`src/rtl/mem_arbiter.sv`:
```
// Two-requester memory arbiter: instruction fetch and data load/store share one RAM port.
// Data wins by default; a starvation counter forces an instruction grant after STARVE_LIMIT data grants.
module mem_arbiter #(
    parameter int STARVE_LIMIT = 4
) (
    input  logic        CLK,
    input  logic        nRST,
    input  logic        iREN,
    input  logic [31:0] iaddr,
    input  logic        dREN,
    input  logic        dWEN,
    input  logic [31:0] daddr,
    input  logic [31:0] dstore,
    output logic        iwait,
    output logic        dwait,
    output logic [31:0] iload,
    output logic [31:0] dload,
    output logic        ramREN,
    output logic        ramWEN,
    output logic [31:0] ramaddr,
    output logic [31:0] ramstore,
    input  logic [31:0] ramload,
    input  logic [1:0]  ramstate,
    output logic [1:0]  gnt
);

    typedef enum logic [1:0] {
        IDLE   = 2'd0,
        IGRANT = 2'd1,
        DGRANT = 2'd2
    } state_t;

    localparam logic [1:0] RAM_ACCESS = 2'd2;
    localparam logic [2:0] LIMIT      = 3'(STARVE_LIMIT);

    state_t     state, next_state;
    logic [2:0] starve, next_starve;
    logic       dreq;

    assign dreq = dREN | dWEN;

    always_ff @(posedge CLK) begin
        if (!nRST) begin
            state  <= IDLE;
            starve <= 3'd0;
        end else begin
            state  <= next_state;
            starve <= next_starve;
        end
    end

    // Arbitration only in IDLE; every grant returns through IDLE so a served request is never replayed.
    always_comb begin
        next_state  = state;
        next_starve = starve;
        case (state)
            IDLE: begin
                if (dreq && !(iREN && starve == LIMIT)) begin
                    next_state = DGRANT;
                    if (iREN)
                        next_starve = (starve == LIMIT) ? starve : starve + 3'd1;
                end else if (iREN) begin
                    next_state  = IGRANT;
                    next_starve = 3'd0;
                end
            end
            IGRANT: begin
                if (ramstate == RAM_ACCESS || !iREN)
                    next_state = IDLE;
            end
            DGRANT: begin
                if (ramstate == RAM_ACCESS || !dreq)
                    next_state = IDLE;
            end
            default: next_state = IDLE;
        endcase
    end

    always_comb begin
        iwait    = 1'b1;
        dwait    = 1'b1;
        ramREN   = 1'b0;
        ramWEN   = 1'b0;
        ramaddr  = 32'd0;
        ramstore = dstore;
        iload    = ramload;
        dload    = ramload;
        gnt      = state;
        case (state)
            IGRANT: begin
                ramaddr = iaddr;
                ramREN  = iREN;
                if (ramstate == RAM_ACCESS)
                    iwait = 1'b0;
            end
            DGRANT: begin
                // A simultaneous read and write resolves to the write.
                ramaddr = daddr;
                ramWEN  = dWEN;
                ramREN  = dREN & ~dWEN;
                if (ramstate == RAM_ACCESS)
                    dwait = 1'b0;
            end
            default: ;
        endcase
    end

endmodule

```
`config.mk`:
```
export PLATFORM = sky130hd
export DESIGN_NAME = mem_arbiter
export DESIGN_NICKNAME = d
export VERILOG_FILES = /design/src/rtl/mem_arbiter.sv
export SDC_FILE = /design/constraint.sdc
export NUM_CORES = 1
export LEC_CHECK = 0
export CORE_AREA = 3 3 103 105
export DETAILED_ROUTE_END_ITERATION = 12
export DIE_AREA = 0 0 106 108
export MAX_ROUTING_LAYER = met4
export SLEW_MARGIN = 5
export SYNTH_ARGS = -nofsm -noshare
export SYNTH_HDL_FRONTEND = slang
export SYNTH_SLANG_ARGS = --single-unit
export TNS_END_PERCENT = 50
```
`constraint.sdc`:
```
create_clock -name CLK -period 3.4 [get_ports CLK]
set_input_delay 1.02 -clock CLK [delete_from_list [all_inputs] [get_ports CLK]]
set_output_delay 1.02 -clock CLK [all_outputs]
set_load 0.03 [all_outputs]
```
# After elaboration in Yosys (flattened, before gate mapping)
# Cells that the tools add are included.
# W data, S select, Z words.
[totals]
register_bits = 5
input_bits = 135
out_inout_bits = 134
wordCells = 39
[op_classes]
addsub = 1
eq_ne = 8
n_mux = 15
bitwise_logic = 3
n_reduce_logical = 10
[op_table]
columns = ["cell", "n"]
rows = [
  ["$pmux W32 S2", 1],
  ["$mux W3", 4],
  ["$mux W2", 4],
  ["$ne A2 B2 Y1 const B", 3],
  ["$pmux W2 S3", 1],
  ["$reduce_and A3 Y1", 2],
  ["$eq A2 B2 Y1 const B", 2],
  ["$mux W1", 4],
  ["$add A3 B1 Y3 const B", 1],
  ["$eq A3 B3 Y1 const B", 1],
  ["$logic_not A1 Y1", 3],
  ["$ne A3 B3 Y1 const B", 1],
  ["$eq A2 B1 Y1 const B", 1],
  ["$logic_and A1 B1 Y1", 2],
  ["$logic_not A2 Y1", 1],
  ["$logic_or A1 B1 Y1", 2],
  ["$pmux W1 S2", 1],
  ["$and A1 B1 Y1", 1],
  ["$not A1 Y1", 1],
  ["$or A1 B1 Y1", 1],
]

# Logic depth before layout (Yosys ltp)
[logic_depth]
depth_word = 6
mapped_depth = 7
depth_no_buf = 5

# Worst setup path before layout
# Ideal clock, no wire load.
[synth_timing]
path_kind = "reg2out"
startpoint = "reg state[0], in the netlist gnt[0]"
endpoint = "out ramaddr[10]"
arrival_ps = 1757
t_required_ps = 2380
slack_ps = 623
path_stages_with_launch = 6
n_path_buf = 2
path_cell_list = "dfxtp_1 -> ha_1 -> clkbuf_1 -> clkbuf_1 -> a22oi_1 -> nor2b_1"
[synth_via]
elab_chain_cells = 2
word_cells_on_any_way = 3
cone_classes = "eq/ne (2); mux (1)"
[synth_lines]
columns = ["element", "line", "text"]
rows = [
  ["from (decl)", "36", "state_t state, next_state;"],
  ["from (signal assigned)", "47", "state <= next_state;"],
  ["$eq A2 B2 Y1 / $eq A2 B1 Y1 (equally long branches)", "89", "case (state)"],
  ["$pmux W32 S2 (*)", "89", ""],
  ["to (decl)", "20", "output logic [31:0] ramaddr,"],
]
# Every way passes the cells marked *; elsewhere a longest branch is shown, timed or not.

# Worst setup path in the final report
[layout_timing]
startpoint = "in iREN"
endpoint = "out ramREN"
[layout_via]
elab_chain_cells = 1
[layout_lines]
columns = ["element", "line", "text"]
rows = [
  ["from (decl)", "8", "input logic iREN,"],
  ["$pmux W1 S2", "89", ""],
  ["to (decl)", "18", "output logic ramREN,"],
]
# No other way between the ends.

==> summary.md <==
| Metric | Value |
|---|---|
| Outcome | `finished, final reports clean` |
| Crit share post-route | `0.913` |
| P_leak | `0.737 nW` |
| Commonest non-fill, non-tap cell in the layout | `clkdlybuf4s50_1` |
| Multi-input gate area | `689 sq um` |
| Global route overflow | `0` |
| WL/cell | `14.3 um` |
| Via density | `3.88` |
| Fin nets | `around 370` |
| Syn nets | `356` |
| Reg area | `100 sq um` |
| Net Sw Power | `0.000228 W` |
| Cell area after layout | `between 2000 and 2500 sq um` |
| Fin. Hold Viols | `0` |
| Boundary pin count | `269` |
| Hpwl dp | `approximately 4200 um` |
| Synth warnings | `0` |
| Sequential share of the synthesized area | `0.0637` |
| RSZ-0062 raised after global routing | `no` |
| DP Worst Slack | `0.0311 ns` |
| Final setup margin | `0.294 ns` |
| Number of port buffers | `108` |
| Mapped Area | `1570 sq um` |
| Sum of negative setup slack | `0 ns` |
| Max-cap viol count | `0` |
| Clock transition at path regs | `roughly 0.030 ns` |
| Total Routing Usage GR | `0.0833` |
| Placed cell area | `2000 sq um` |
| Post-Syn Instances | `216` |
| Seq pwr share | `0.123` |
| Remaining DRCs | `0` |
| Post-synth top area cell | `buf_4` |
| Setup violators final | `0` |
| Routed WL | `around 5100 um` |
| Required @ worst endpoint | `about 2.4 ns` |
| Initial antenna violation count | `0` |
| CTS Sinks | `5` |
| Area growth syn-to-layout | `30.7%` |
| Max clock buf depth | `2` |
| Vias in the first global route | `1445` |
| Highest clock rate | `about 320 MHz` |
| Yosys top cell area share | `0.459` |
| R2r setup slk | `1.69 ns` |
| Standard-cell rows | `36` |
| Antenna Nets Post-Route | `0` |
| Critical path arrival | `2.09 ns` |
| Syn Area/Cell | `7.28 sq um` |
| #FFs+latches synth | `5` |
| Worst path slowest cell | `clkdlybuf4s50_1` |
| Logic pwr share | `0.681` |
| Power per Cell Area | `275 nW/um^2` |
| Die ar. | `between 10000 and 15000 sq um` |
| Most frequent cells in the layout | `clkdlybuf4s50_1, buf_4, nor2b_1` |
| Relative slew slack | `0.639` |
| WS Path Type | `input pin to output port` |
| Root Buffer | `clkbuf_8` |
| Die height | `approximately 110 um` |
| Clk pwr share | `0.196` |
| H-tree Lvls | `1` |
| Worst slew pin tran | `0.541 ns` |
| TritonRoute pass-1 iters | `3` |
| Inserted Diodes | `0` |
| Slew Limit Fails | `0` |
| RePlAce Congestion | `0.726` |
| Cell variety after synth | `26` |
| 1st-iter DRT viols | `37` |
| Vias | `1392` |
| CTS tree | `done` |
| Skew-Pair Late Insertion Delay | `0.22 ns` |
| Final Critical Period | `slightly above 3 ns` |
| Hold Path Class | `flip-flop to flip-flop` |
| Top area cells in the synthesized netlist | `buf_4, a22oi_1, nor2b_1` |
| Fin Clk Skew | `0.00132 ns` |
| Starting density of the core | `0.162` |
| Pint | `roughly 0.00034 W` |
| Setup crit start kind | `input pin` |
| CP Max Fanout | `6` |
| Die W | `between 100 and 150 um` |
| CP Capture Type | `output port` |
| Largest net degree at the start of global routing | `23` |
| Worst VDD drop | `0.000238 V` |
| Placeable Area | `between 9000 and 10000 sq um` |
| Num CTS Buffers | `3` |
| CP Cell Sequence | `clkdlybuf4s50_1 -> nand2_1 -> o21ai_0 -> and2_1 -> buf_4` |
| CP max stage delay | `between 0.5 and 0.6 ns` |
| Fill cell count | `1102` |
| # hold bufs at CTS | `0` |
| Layout cell share with drive strength beyond 1 | `0.195` |
| First-pass GRT wire length | `7380 um` |
| Switching share of power | `0.402` |
## final cells by class
| cell class | count | area share |
|---|---|---|
| clock buffer | 4 | 0.0219 |
| multi-input combinational | 100 | 0.336 |
| inverter | 4 | 0.00731 |
| tap | 133 | 0.0810 |
| sequential | 5 | 0.0487 |
| timing repair buffer | 113 | 0.505 |
## synth_stat cells
master,count
ha_1,5
nand3_1,2
nand3b_1,1
dfxtp_1,5
nor3_1,1
nand4_1,1
a22oi_1,32
o221ai_1,1
a21boi_1,2
mux2i_1,2
or4b_1,1
clkbuf_1,7
o21ai_0,2
nor2b_1,33
a31oi_1,1
nand2_2,1
a31o_2,1
or3_1,1
buf_2,4
nor2_1,1
nand2b_1,1
nand2_1,8
buf_4,96
inv_1,4
a21boi_0,1
and2_1,2
## metrics by stage
step                      instances  hold WS [ns]  power (W)   util
after floorplan                 216         0.460   0.000491      -
final                           359         0.491   0.000565  0.211
after global routing            359         0.519   0.000607  0.211
after global placement          355         0.474   0.000455  0.206
after detailed placement        355         0.487   0.000460  0.206
after CTS                       359         0.492   0.000575  0.211
## registers in the layout, indices dropped and copies added, names as in the netlist
name,flops
starve,3
gnt,2
## critical path: cells and delay by family
kind / cells / cell delay [ns]
buf+inv: 2 / 0.73
simple gates: 2 / 0.24
compound gates: 1 / 0.10
## power by group through the flow
stage               logic (W)  clock network (W)  registers [W]
finish               0.000385           0.000111      0.0000696
detailed placement   0.000390                  0      0.0000706
CTS                  0.000391           0.000115      0.0000696
floorplan            0.000416                  0      0.0000751
global placement     0.000385                  0      0.0000699
global route         0.000417           0.000120      0.0000704
## worst paths after layout
| check | start | to | depth (start not counted) |
|---|---|---|---|
| hold / removal | starve[1]$_SDFFE_PN0P_ | starve[1]$_SDFFE_PN0P_ | 2 |
| hold reg to reg | starve[1]$_SDFFE_PN0P_ | starve[1]$_SDFFE_PN0P_ | 2 |
| setup reg to reg | gnt[1]$_SDFFE_PN0P_ | gnt[0]$_SDFFE_PN0P_ | 5 |
| setup / recovery | iREN | ramREN | 5 |
## logic make-up (layout without fill, tap and decap cells)
kind of cell / after synthesis / count (layout) / share of synthesized area
DFF: 5 / 5 / 0.0637
muxes: 2 / 2 / 0.0127
AOI/OAI and AO/OA: 40 / 40 / 0.189
and+or+nand+nor: 53 / 53 / 0.197
adders and majority gates: 5 / 5 / 0.0398
buffers and inverters: 111 / 121 / 0.498
## metal layers
layer  vias up  part of all wire  global-route usage
li1        650                 -                   -
met1       611              0.32              0.0694
met2        97              0.55               0.170
met3        34              0.11              0.0269
met4         0             0.026              0.0296
met5         -                 0                   -
## repair_timing
item | in CTS | in global routing
resized for setup | 0 | 2
setup endpoints to repair | 0 | 2
setup buffers | 0 | 0
Power figures use the tool's default switching activity.
